File: config.mk
export PLATFORM = sky130hd
export DESIGN_NAME = ifu_flat
export DESIGN_NICKNAME = d
export VERILOG_FILES = /design/src/rtl/ifu_if.sv /design/src/rtl/ifu.sv /design/src/flat_wrapper.sv
export SDC_FILE = /design/constraint.sdc
export NUM_CORES = 1
export LEC_CHECK = 0
export BUFFER_PORTS_ARGS = -buffer_cell sky130_fd_sc_hd__buf_2
export CAP_MARGIN = 25
export CELL_PAD_IN_SITES_DETAIL_PLACEMENT = 0
export CELL_PAD_IN_SITES_GLOBAL_PLACEMENT = 1
export CORE_UTILIZATION = 48
export CTS_CLUSTER_DIAMETER = 100
export DETAILED_ROUTE_END_ITERATION = 7
export GPL_TIMING_DRIVEN = 1
export PLACE_DENSITY = 0.85
export SLEW_MARGIN = 15
export SYNTH_ARGS = -nofsm -noshare
export SYNTH_HDL_FRONTEND = slang
export SYNTH_SLANG_ARGS = --single-unit
File: constraint.sdc
create_clock -name clk -period 5.2 [get_ports clk]
set_clock_uncertainty 0.15 [all_clocks]
set_input_delay 0.52 -clock clk [delete_from_list [all_inputs] [get_ports clk]]
set_output_delay 0.52 -clock clk [all_outputs]
set_load 0.05 [all_outputs]
File: src/rtl/ifu_if.sv
// Signal bundle between the fetch unit and its neighbours: redirect from
// execute, the instruction memory request/response port, and the decoder
// handshake. The master side is the fetch unit itself.
interface ifu_if #(
    parameter int ADDR_WIDTH = 64,
    parameter int INST_WIDTH = 32
);
    logic                  redirect_valid;
    logic [ADDR_WIDTH-1:0] redirect_pc;
    logic                  imem_req_valid;
    logic                  imem_req_ready;
    logic [ADDR_WIDTH-1:0] imem_req_addr;
    logic                  imem_rsp_valid;
    logic [INST_WIDTH-1:0] imem_rsp_data;
    logic                  inst_valid;
    logic                  inst_ready;
    logic [INST_WIDTH-1:0] inst;
    logic [ADDR_WIDTH-1:0] inst_pc;
    logic                  rsp_err;

    modport master (
        input  redirect_valid, redirect_pc, imem_req_ready,
               imem_rsp_valid, imem_rsp_data, inst_ready,
        output imem_req_valid, imem_req_addr, inst_valid, inst, inst_pc, rsp_err
    );

    modport slave (
        output redirect_valid, redirect_pc, imem_req_ready,
               imem_rsp_valid, imem_rsp_data, inst_ready,
        input  imem_req_valid, imem_req_addr, inst_valid, inst, inst_pc, rsp_err
    );
endinterface

File: src/rtl/ifu.sv
// Instruction fetch unit. Issues sequential fetch requests, keeps the
// returned words in an in-order queue of DEPTH entries, and hands them to
// the decoder. Entries between head and fill are filled, entries between
// fill and alloc are still waiting for memory. A redirect empties the queue
// and, if memory still owes responses for the old stream, parks in DRAIN
// until those responses have been swallowed.
module ifu #(
    parameter int                    ADDR_WIDTH = 64,
    parameter int                    INST_WIDTH = 32,
    parameter logic [ADDR_WIDTH-1:0] RESET_PC   = ADDR_WIDTH'(64'h8000_0000),
    parameter int                    DEPTH      = 4
) (
    input logic   clk,
    input logic   rst,
    ifu_if.master bus
);
    localparam int            PW   = $clog2(DEPTH);
    localparam int            CW   = PW + 1;
    localparam logic [CW-1:0] FULL = CW'(DEPTH);

    typedef enum logic {RUN, DRAIN} fetchState_e;

    fetchState_e           state, stateNext;
    logic [ADDR_WIDTH-1:0] fetchPc, fetchPcNext;
    logic [PW-1:0]         headPtr, headPtrNext;
    logic [PW-1:0]         allocPtr, allocPtrNext;
    logic [PW-1:0]         fillPtr, fillPtrNext;
    logic [CW-1:0]         allocCnt, allocCntNext;
    logic [CW-1:0]         pendCnt, pendCntNext;
    logic [CW-1:0]         dropCnt, dropCntNext;
    logic [CW-1:0]         dropTotal;
    logic                  rspErr, rspErrNext;
    logic [ADDR_WIDTH-1:0] qPc   [DEPTH];
    logic [INST_WIDTH-1:0] qWord [DEPTH];
    logic                  instValid, popFire, reqValid, reqFire, fillFire;

    // Handshakes of this cycle; a pop frees a slot in time for a same-cycle request
    always_comb begin
        instValid = (allocCnt != pendCnt);
        popFire   = instValid && bus.inst_ready;
        reqValid  = rst && (state == RUN) && !bus.redirect_valid &&
                    ((allocCnt != FULL) || popFire);
        reqFire   = reqValid && bus.imem_req_ready;
    end

    // Next-state logic for the FSM, fetch PC, queue pointers and counters
    always_comb begin
        stateNext    = state;
        fetchPcNext  = fetchPc;
        headPtrNext  = headPtr;
        allocPtrNext = allocPtr;
        fillPtrNext  = fillPtr;
        allocCntNext = allocCnt;
        pendCntNext  = pendCnt;
        dropCntNext  = dropCnt;
        dropTotal    = '0;
        rspErrNext   = rspErr;
        fillFire     = 1'b0;

        if (bus.redirect_valid) begin
            fetchPcNext  = bus.redirect_pc & ~ADDR_WIDTH'(3);
            headPtrNext  = '0;
            allocPtrNext = '0;
            fillPtrNext  = '0;
            allocCntNext = '0;
            pendCntNext  = '0;
            dropTotal    = dropCnt + pendCnt;
            if (bus.imem_rsp_valid) begin
                if (dropTotal == '0) begin
                    rspErrNext = 1'b1;
                end else begin
                    dropTotal = dropTotal - CW'(1);
                end
            end
            dropCntNext = dropTotal;
            stateNext   = (dropTotal != '0) ? DRAIN : RUN;
        end else if (state == DRAIN) begin
            if (bus.imem_rsp_valid) begin
                if (dropCnt == '0) begin
                    rspErrNext = 1'b1;
                end else begin
                    dropCntNext = dropCnt - CW'(1);
                end
            end
            stateNext = (dropCntNext == '0) ? RUN : DRAIN;
        end else begin
            if (bus.imem_rsp_valid) begin
                if (pendCnt != '0) begin
                    fillFire    = 1'b1;
                    fillPtrNext = fillPtr + PW'(1);
                end else begin
                    rspErrNext = 1'b1;
                end
            end
            if (popFire) begin
                headPtrNext = headPtr + PW'(1);
            end
            if (reqFire) begin
                allocPtrNext = allocPtr + PW'(1);
                fetchPcNext  = fetchPc + ADDR_WIDTH'(4);
            end
            allocCntNext = allocCnt + CW'(reqFire) - CW'(popFire);
            pendCntNext  = pendCnt + CW'(reqFire) - CW'(fillFire);
        end
    end

    // Control registers; reset forgets everything in flight
    always_ff @(posedge clk or negedge rst) begin
        if (!rst) begin
            state    <= RUN;
            fetchPc  <= RESET_PC;
            headPtr  <= '0;
            allocPtr <= '0;
            fillPtr  <= '0;
            allocCnt <= '0;
            pendCnt  <= '0;
            dropCnt  <= '0;
            rspErr   <= 1'b0;
        end else begin
            state    <= stateNext;
            fetchPc  <= fetchPcNext;
            headPtr  <= headPtrNext;
            allocPtr <= allocPtrNext;
            fillPtr  <= fillPtrNext;
            allocCnt <= allocCntNext;
            pendCnt  <= pendCntNext;
            dropCnt  <= dropCntNext;
            rspErr   <= rspErrNext;
        end
    end

    // Queue payload: PC captured on request accept, word captured on fill
    always_ff @(posedge clk) begin
        if (reqFire) begin
            qPc[allocPtr] <= fetchPc;
        end
        if (fillFire) begin
            qWord[fillPtr] <= bus.imem_rsp_data;
        end
    end

    assign bus.imem_req_valid = reqValid;
    assign bus.imem_req_addr  = fetchPc;
    assign bus.inst_valid     = instValid;
    assign bus.inst           = qWord[headPtr];
    assign bus.inst_pc        = qPc[headPtr];
    assign bus.rsp_err        = rspErr;
endmodule

File: src/flat_wrapper.sv
// flat-port wrapper written by rule: the top's interface ports become plain ports
module ifu_flat 
#(
    parameter int                    ADDR_WIDTH = 64,
    parameter int                    INST_WIDTH = 32,
    parameter logic [ADDR_WIDTH-1:0] RESET_PC   = ADDR_WIDTH'(64'h8000_0000),
    parameter int                    DEPTH      = 4
)
  (clk, rst, bus_redirect_valid, bus_redirect_pc, bus_imem_req_ready, bus_imem_rsp_valid, bus_imem_rsp_data, bus_inst_ready, bus_imem_req_valid, bus_imem_req_addr, bus_inst_valid, bus_inst, bus_inst_pc, bus_rsp_err);
  ifu_if #(.ADDR_WIDTH(ADDR_WIDTH), .INST_WIDTH(INST_WIDTH)) bus_i ();
  input logic clk;
  input logic rst;
  input wire logic [$bits(bus_i.redirect_valid)-1:0] bus_redirect_valid;
  input wire logic [$bits(bus_i.redirect_pc)-1:0] bus_redirect_pc;
  input wire logic [$bits(bus_i.imem_req_ready)-1:0] bus_imem_req_ready;
  input wire logic [$bits(bus_i.imem_rsp_valid)-1:0] bus_imem_rsp_valid;
  input wire logic [$bits(bus_i.imem_rsp_data)-1:0] bus_imem_rsp_data;
  input wire logic [$bits(bus_i.inst_ready)-1:0] bus_inst_ready;
  output wire logic [$bits(bus_i.imem_req_valid)-1:0] bus_imem_req_valid;
  output wire logic [$bits(bus_i.imem_req_addr)-1:0] bus_imem_req_addr;
  output wire logic [$bits(bus_i.inst_valid)-1:0] bus_inst_valid;
  output wire logic [$bits(bus_i.inst)-1:0] bus_inst;
  output wire logic [$bits(bus_i.inst_pc)-1:0] bus_inst_pc;
  output wire logic [$bits(bus_i.rsp_err)-1:0] bus_rsp_err;
  assign bus_i.redirect_valid = bus_redirect_valid;
  assign bus_i.redirect_pc = bus_redirect_pc;
  assign bus_i.imem_req_ready = bus_imem_req_ready;
  assign bus_i.imem_rsp_valid = bus_imem_rsp_valid;
  assign bus_i.imem_rsp_data = bus_imem_rsp_data;
  assign bus_i.inst_ready = bus_inst_ready;
  assign bus_imem_req_valid = bus_i.imem_req_valid;
  assign bus_imem_req_addr = bus_i.imem_req_addr;
  assign bus_inst_valid = bus_i.inst_valid;
  assign bus_inst = bus_i.inst;
  assign bus_inst_pc = bus_i.inst_pc;
  assign bus_rsp_err = bus_i.rsp_err;
  ifu #(.ADDR_WIDTH(ADDR_WIDTH), .INST_WIDTH(INST_WIDTH), .RESET_PC(RESET_PC), .DEPTH(DEPTH)) u_core (.clk(clk), .rst(rst), .bus(bus_i));
endmodule
* Word-level counts from Yosys, hierarchy flattened
Memories as Yosys holds them, arrays and structs flattened.
Cells that the tools add are included.
** Cells by class
- Eq/ne operators :: 6
- Add/subtract/negate cells :: 11
- Reduce and logical (&&, ||, !) cells :: 21
- Mux-type cells :: 48
- Bitwise operators :: 1
** Operators with widths (number)
- $mux 64 :: 3
- $add 64x3->64 const B :: 1
- $mux 3 :: 13
- $mux 1 :: 22
- $mux 2 :: 10
- $reduce_bool 2->1 :: 5
- $logic_not 3->1 :: 3
- $add 2x1->2 const B :: 3
- $add 3x1->3 :: 2
- $ne 3x3->1 const B :: 2
- $reduce_bool 3->1 :: 2
- $sub 3x1->3 :: 2
- $sub 3x1->3 const B :: 2
- $logic_and 1x1->1 :: 5
- $reduce_and 2->1 :: 2
- $reduce_and 4->1 :: 1
- $add 3x3->3 :: 1
- $ne 3x2->1 const B :: 1
- $ne 3x3->1 :: 1
- $reduce_and 3->1 :: 1
- $ne 2x1->1 const B :: 1
- $ne 2x2->1 const B :: 1
- $logic_not 1->1 :: 1
- $logic_or 1x1->1 :: 1
- $not 1->1 :: 1
** Word-level totals
- Register bits after elaboration :: 81
- Output and inout port bits :: 163
- Memories :: 2
- Memory bits (writable) :: 384
- Input port bits :: 102
** Memories
- u_core.qPc :: depth 4, bits a word 64, rd ports 1, clocked after memory_dff 0, wr ports 1, line ifu.sv:33 : logic [ADDR_WIDTH-1:0] qPc [DEPTH];
- u_core.qWord :: depth 4, bits a word 32, rd ports 1, clocked after memory_dff 0, wr ports 1, line ifu.sv:34 : logic [INST_WIDTH-1:0] qWord [DEPTH];

* Logic depth before layout (Yosys ltp)
- Word-level depth :: 9
- Gate-level depth with buffers :: 12

* Least setup slack after synthesis
OpenSTA, ideal clock, no wires.
- Path type :: in2reg
- Start :: in bus_redirect_valid
- End :: mem u_core.qPc[0][10] (enable)
- Arrival time :: 3213 ps
- Stages :: 7
- Library setup time :: 426 ps
- Setup slack :: 1410 ps
- Path through :: nor2_1 -> and3_1 -> a21bo_2 -> inv_2 -> clkbuf_1 -> clkbuf_1 -> and2_1
** Between the ends
- Word-level cells in the longest chain between the ends :: 6
** Ends and longest elaborated chain
- from (decl) :: line flat_wrapper.sv:13 : input wire logic [$bits(bus_i.redirect_valid)-1:0] bus_redirect_valid;
- $logic_not 1->1 :: line ifu.sv:41 : reqValid = rst && (state == RUN) && !bus.redirect_valid &&
- $logic_and 1x1->1 (2 in a row) :: line ifu.sv:41
- $logic_and 1x1->1 :: line ifu.sv:43 : reqFire = reqValid && bus.imem_req_ready;
- $mux 1 :: line ifu.sv:134 : if (reqFire) begin
- $mux 1 (not written as such) :: line ifu.sv:135 : qPc[allocPtr] <= fetchPc;
- to (decl) :: line ifu.sv:33
Every way passes these cells.

* Final worst setup path
- Start :: reg u_core.headPtr[0]
- End :: out bus_inst_pc[19]
** Between the ends
- Word-level cells in the longest chain between the ends :: 1
** Ends and longest elaborated chain
- from (decl) :: line ifu.sv:25 : logic [PW-1:0] headPtr, headPtrNext;
- from (signal assigned) :: line ifu.sv:122 : headPtr <= headPtrNext;
- $mem_v2 4x64
- to (decl) :: line flat_wrapper.sv:23 : output wire logic [$bits(bus_i.inst_pc)-1:0] bus_inst_pc;
Every way passes these cells.

==> metrics.md <==
| Metric | Value |
|---|---|
| # H-tree levels | 2 |
| Gr ovfl total | 0 |
| Simple-Gate Fraction of Synth Area | between 7 and 8% |
| Mapped cell area | roughly 19000 um2 |
| Final hold slack | slightly below 0.03 ns |
| Unique masters post-synth | 63 |
| Clock latency on the worst-skew pair | about 0.57 ns |
| Cell row count | a little over 70 |
| Clk sinks | around 460 |
| First-pass GRT wire length | ~67 mm |
| Delay of the slowest critical-path stage | 0.76 ns |
| Vias per cell | between 5 and 6 |
| Initial Utilization | 48.6% |
| Antenna violations before repair | 2 |
| Post-synth EDFFs | about 380 |
| CTS tree | built |
| Crit-path max FO | 26 |
| Final HPWL DP | 27.4 mm |
| WP data required | between 4 and 5 ns |
| Crit share post-route | between 60% and 70% |
| Critical Path Sink Type | output pin |
| DR vias | around 11000 |
| Warnings from Yosys | 0 |
| Pint | 6170 uW |
| Flops & latches, synth | ~460 |
| Core box area | between 30000 and 40000 um2 |
| Slew Viols, Final | 0 |
| Setup TNS | 0 ns |
| VDD IR-drop max | about 0.22 mV |
| First DRT Iteration DRCs | 1013 |
| Logic gate share of total power | 11.4% |
| RSZ-0062 raised after global routing | no |
| Wire length per cell | 22.6 um |
| Worst slew pin tran | approximately 0.95 ns |
| Chip height | approximately 200 um |
| Commonest non-fill, non-tap cell in the layout | edfxtp_1 |
| Adder-cell area share of the yosys netlist | 1.59% |
| Nets | 1553 |
| GRT Overall Usage | a little under a quarter |
| Post-synthesis cell count | 1123 |
| Crit start category | register |
| GPL Wtd Cong | 0.768 |
| Synth area leader | edfxtp_1 |
| Resized cells post-CTS | 0 |
| Clock Tree Root | clkbuf_16 |
| Pwr Density | 372 nW/um2 |
| Final setup viols | 0 |
| Ratio of cells with drive above 1 in the final layout | 31.7% |
| Complex-gate fraction of the synthesized area | about 5.6% |
| Synth Flop Type | edfxtp_1 |
| LEAKAGE | 0.00803 uW |
| Die area | roughly 40000 um2 |
| Hold/Removal Path Class | input pin to register |
| Die width | 200 um |
| Fmax achieved | between 200 and 300 MHz |
| Slew HR | 36.4% |
| Seq/Total Area, Yosys | just over 70% |
| P_sw | around 2200 uW |
| Post-synthesis xor/xnor area fraction | less than 1% |
| Post-Route WL | 44.8 mm |
| Critical path, cell by cell | buf_4 -> mux4_2 -> buf_2 |
| Type of the worst setup path | register to output pin |
| CP max stage cell | dfrtp_4 |
| Largest net degree at the start of global routing | 69 |
| Largest family of logic cells by synthesized area | multiplexers |
| Final hold viol count | 0 |
| Num ports | 265 |
| Worst path bufs/invs | 2 |
| Family with the most delay on the worst path | buffers and inverters |
| Clock power share | approximately 37% |
| Ys async rst share | ~17% |
| Outcome | finished clean |
| Vias in the first global route | approximately 11000 |
| CTS Buf Count | between 40 and 50 |
| I/O Buffers | roughly 260 |
| Mux contribution to synthesized area | a little under an eighth |
| Max-cap violations | 0 |
| Most frequent cells in the layout | edfxtp_1 (376), buf_2 (256), mux4_2 (94), nand2_1 (94), dfrtp_1 (76) |
| Worst EP arrival | roughly 2.8 ns |
| Post-synth top area share | between 60% and 70% |
| DRC Markers | 0 |
| First-pass iteration count of the detailed router | 5 |
| Top cells by area, synth | edfxtp_1 (60%), mux4_2 (11%), dfrtp_1 (10%) |
| Final ANT Viol Nets | 0 |
| Clock transition at path regs | ~0.070 ns |
| Fill cell count | 3000 |
| Post-layout min period | about 3.5 ns |
| Maximum root-to-sink buffer count | 3 |
| Synth Area per Inst | 16.7 um2 |
| Synth-to-Final Area Change | 20.2% |
| Sw Share | 26.4% |
| Reg power frac | between 50 and 60% |
## kinds of logic after synthesis
kind of cell    after synthesis
other cells                   1
xor+xnor                     21
fa+ha+maj                    22
simple gates                274
flops                       455
compound gates              161
mux                         101
buf+inv                      88
## power by group through the flow
stage,Sequential [uW],Combinational (uW),Clock [uW]
CTS,4280,966,3190
global route,4310,1030,3340
detailed placement,4360,939,0
global placement,4350,920,0
finish,4280,958,3140
floorplan,4470,506,0
## flip-flops by register name, summed over array words and instances (netlist names)
register                  cells
u_core.allocCnt               3
u_core.allocPtr               2
u_core.bus.imem_req_addr     62
u_core.bus.rsp_err            1
u_core.dropCnt                3
u_core.fillPtr                2
u_core.headPtr                2
u_core.pendCnt                3
u_core.qPc                  248
u_core.qWord                128
u_core.state                  1
## final timing paths
kind / from / endpoint / slack, ns / cells past startpoint
worst min register to register: u_core.bus.rsp_err / u_core.bus.rsp_err / 0.31 / 1
max in group asynchronous: rst / u_core.bus.imem_req_addr[50] / 3.46 / 3
worst max-delay path: u_core.headPtr[0] / bus_inst_pc[19] / 1.73 / 3
worst min-delay path: bus_redirect_pc[49] / u_core.bus.imem_req_addr[49] / 0.03 / 3
worst max register to register: u_core.state / u_core.pendCnt[2] / 1.79 / 10
min in group asynchronous: rst / u_core.pendCnt[0] / 0.22 / 2
## timing repair
action,CTS,global route
endpoints found under the setup margin,0,0
buffers inserted,0,0
hold endpoints to repair,133,0
hold buffers,38,0
## cell type report
type	count	area [um2]	area share, %
Inverter	28	105	0.467
Sequential cell	455	13300	59.0
Clock buffer	65	1280	5.69
Multi-Input combinational cell	583	5140	22.8
Tap cell	518	648	2.88
Timing Repair Buffer	316	1920	8.51
Clock inverter	19	150	0.667
Antenna cell	1	2.50	0.0111
## worst reg2reg max path, delay by kind of cell, from the launching register on
family,cells,cell delay (ns)
buf+inv,2,0.51
fa+ha+maj,2,0.63
simple gates,3,0.85
compound gates,2,0.38
xor+xnor,1,0.14
flops,1,0.65
## per-layer routing
layer | global-route usage (%) | routed length [um] | vias up
li1 | - | - | 5071
met1 | 31.1 | 18700 | 5846
met2 | 35.9 | 21700 | 476
met3 | 5.52 | 3550 | 65
met4 | 6.25 | 800 | 2
met5 | 0 | 13 | -
## per-stage QoR
stage / cells / cell area, um2 / setup slack, ns / utilization (%) / power (uW)
6_report: 1985 / 22500 / 1.73 / 58.4 / 8380
5_1_grt: 1985 / 22500 / 1.52 / 58.4 / 8670
4_1_cts: 1980 / 22400 / 1.61 / 58.2 / 8440
3_5_place_dp: 1858 / 20600 / 1.75 / 53.5 / 5300
3_3_place_gp: 1857 / 20600 / 1.79 / 53.4 / 5270
2_1_floorplan: 1126 / 18700 / 1.41 / - / 4980
## cell usage after synthesis, drive strengths merged (17+ instances only)
master  number
a21oi       23
a31oi       17
and2        18
buf         27
clkbuf      33
dfrtp       78
edfxtp     376
ha          19
inv         27
mux4        94
nand2       94
nand3       31
nand4       25
nor2        47
o211ai      18
o21ai       49
o311ai      20
No activity file was read; power rests on OpenSTA's default activity.
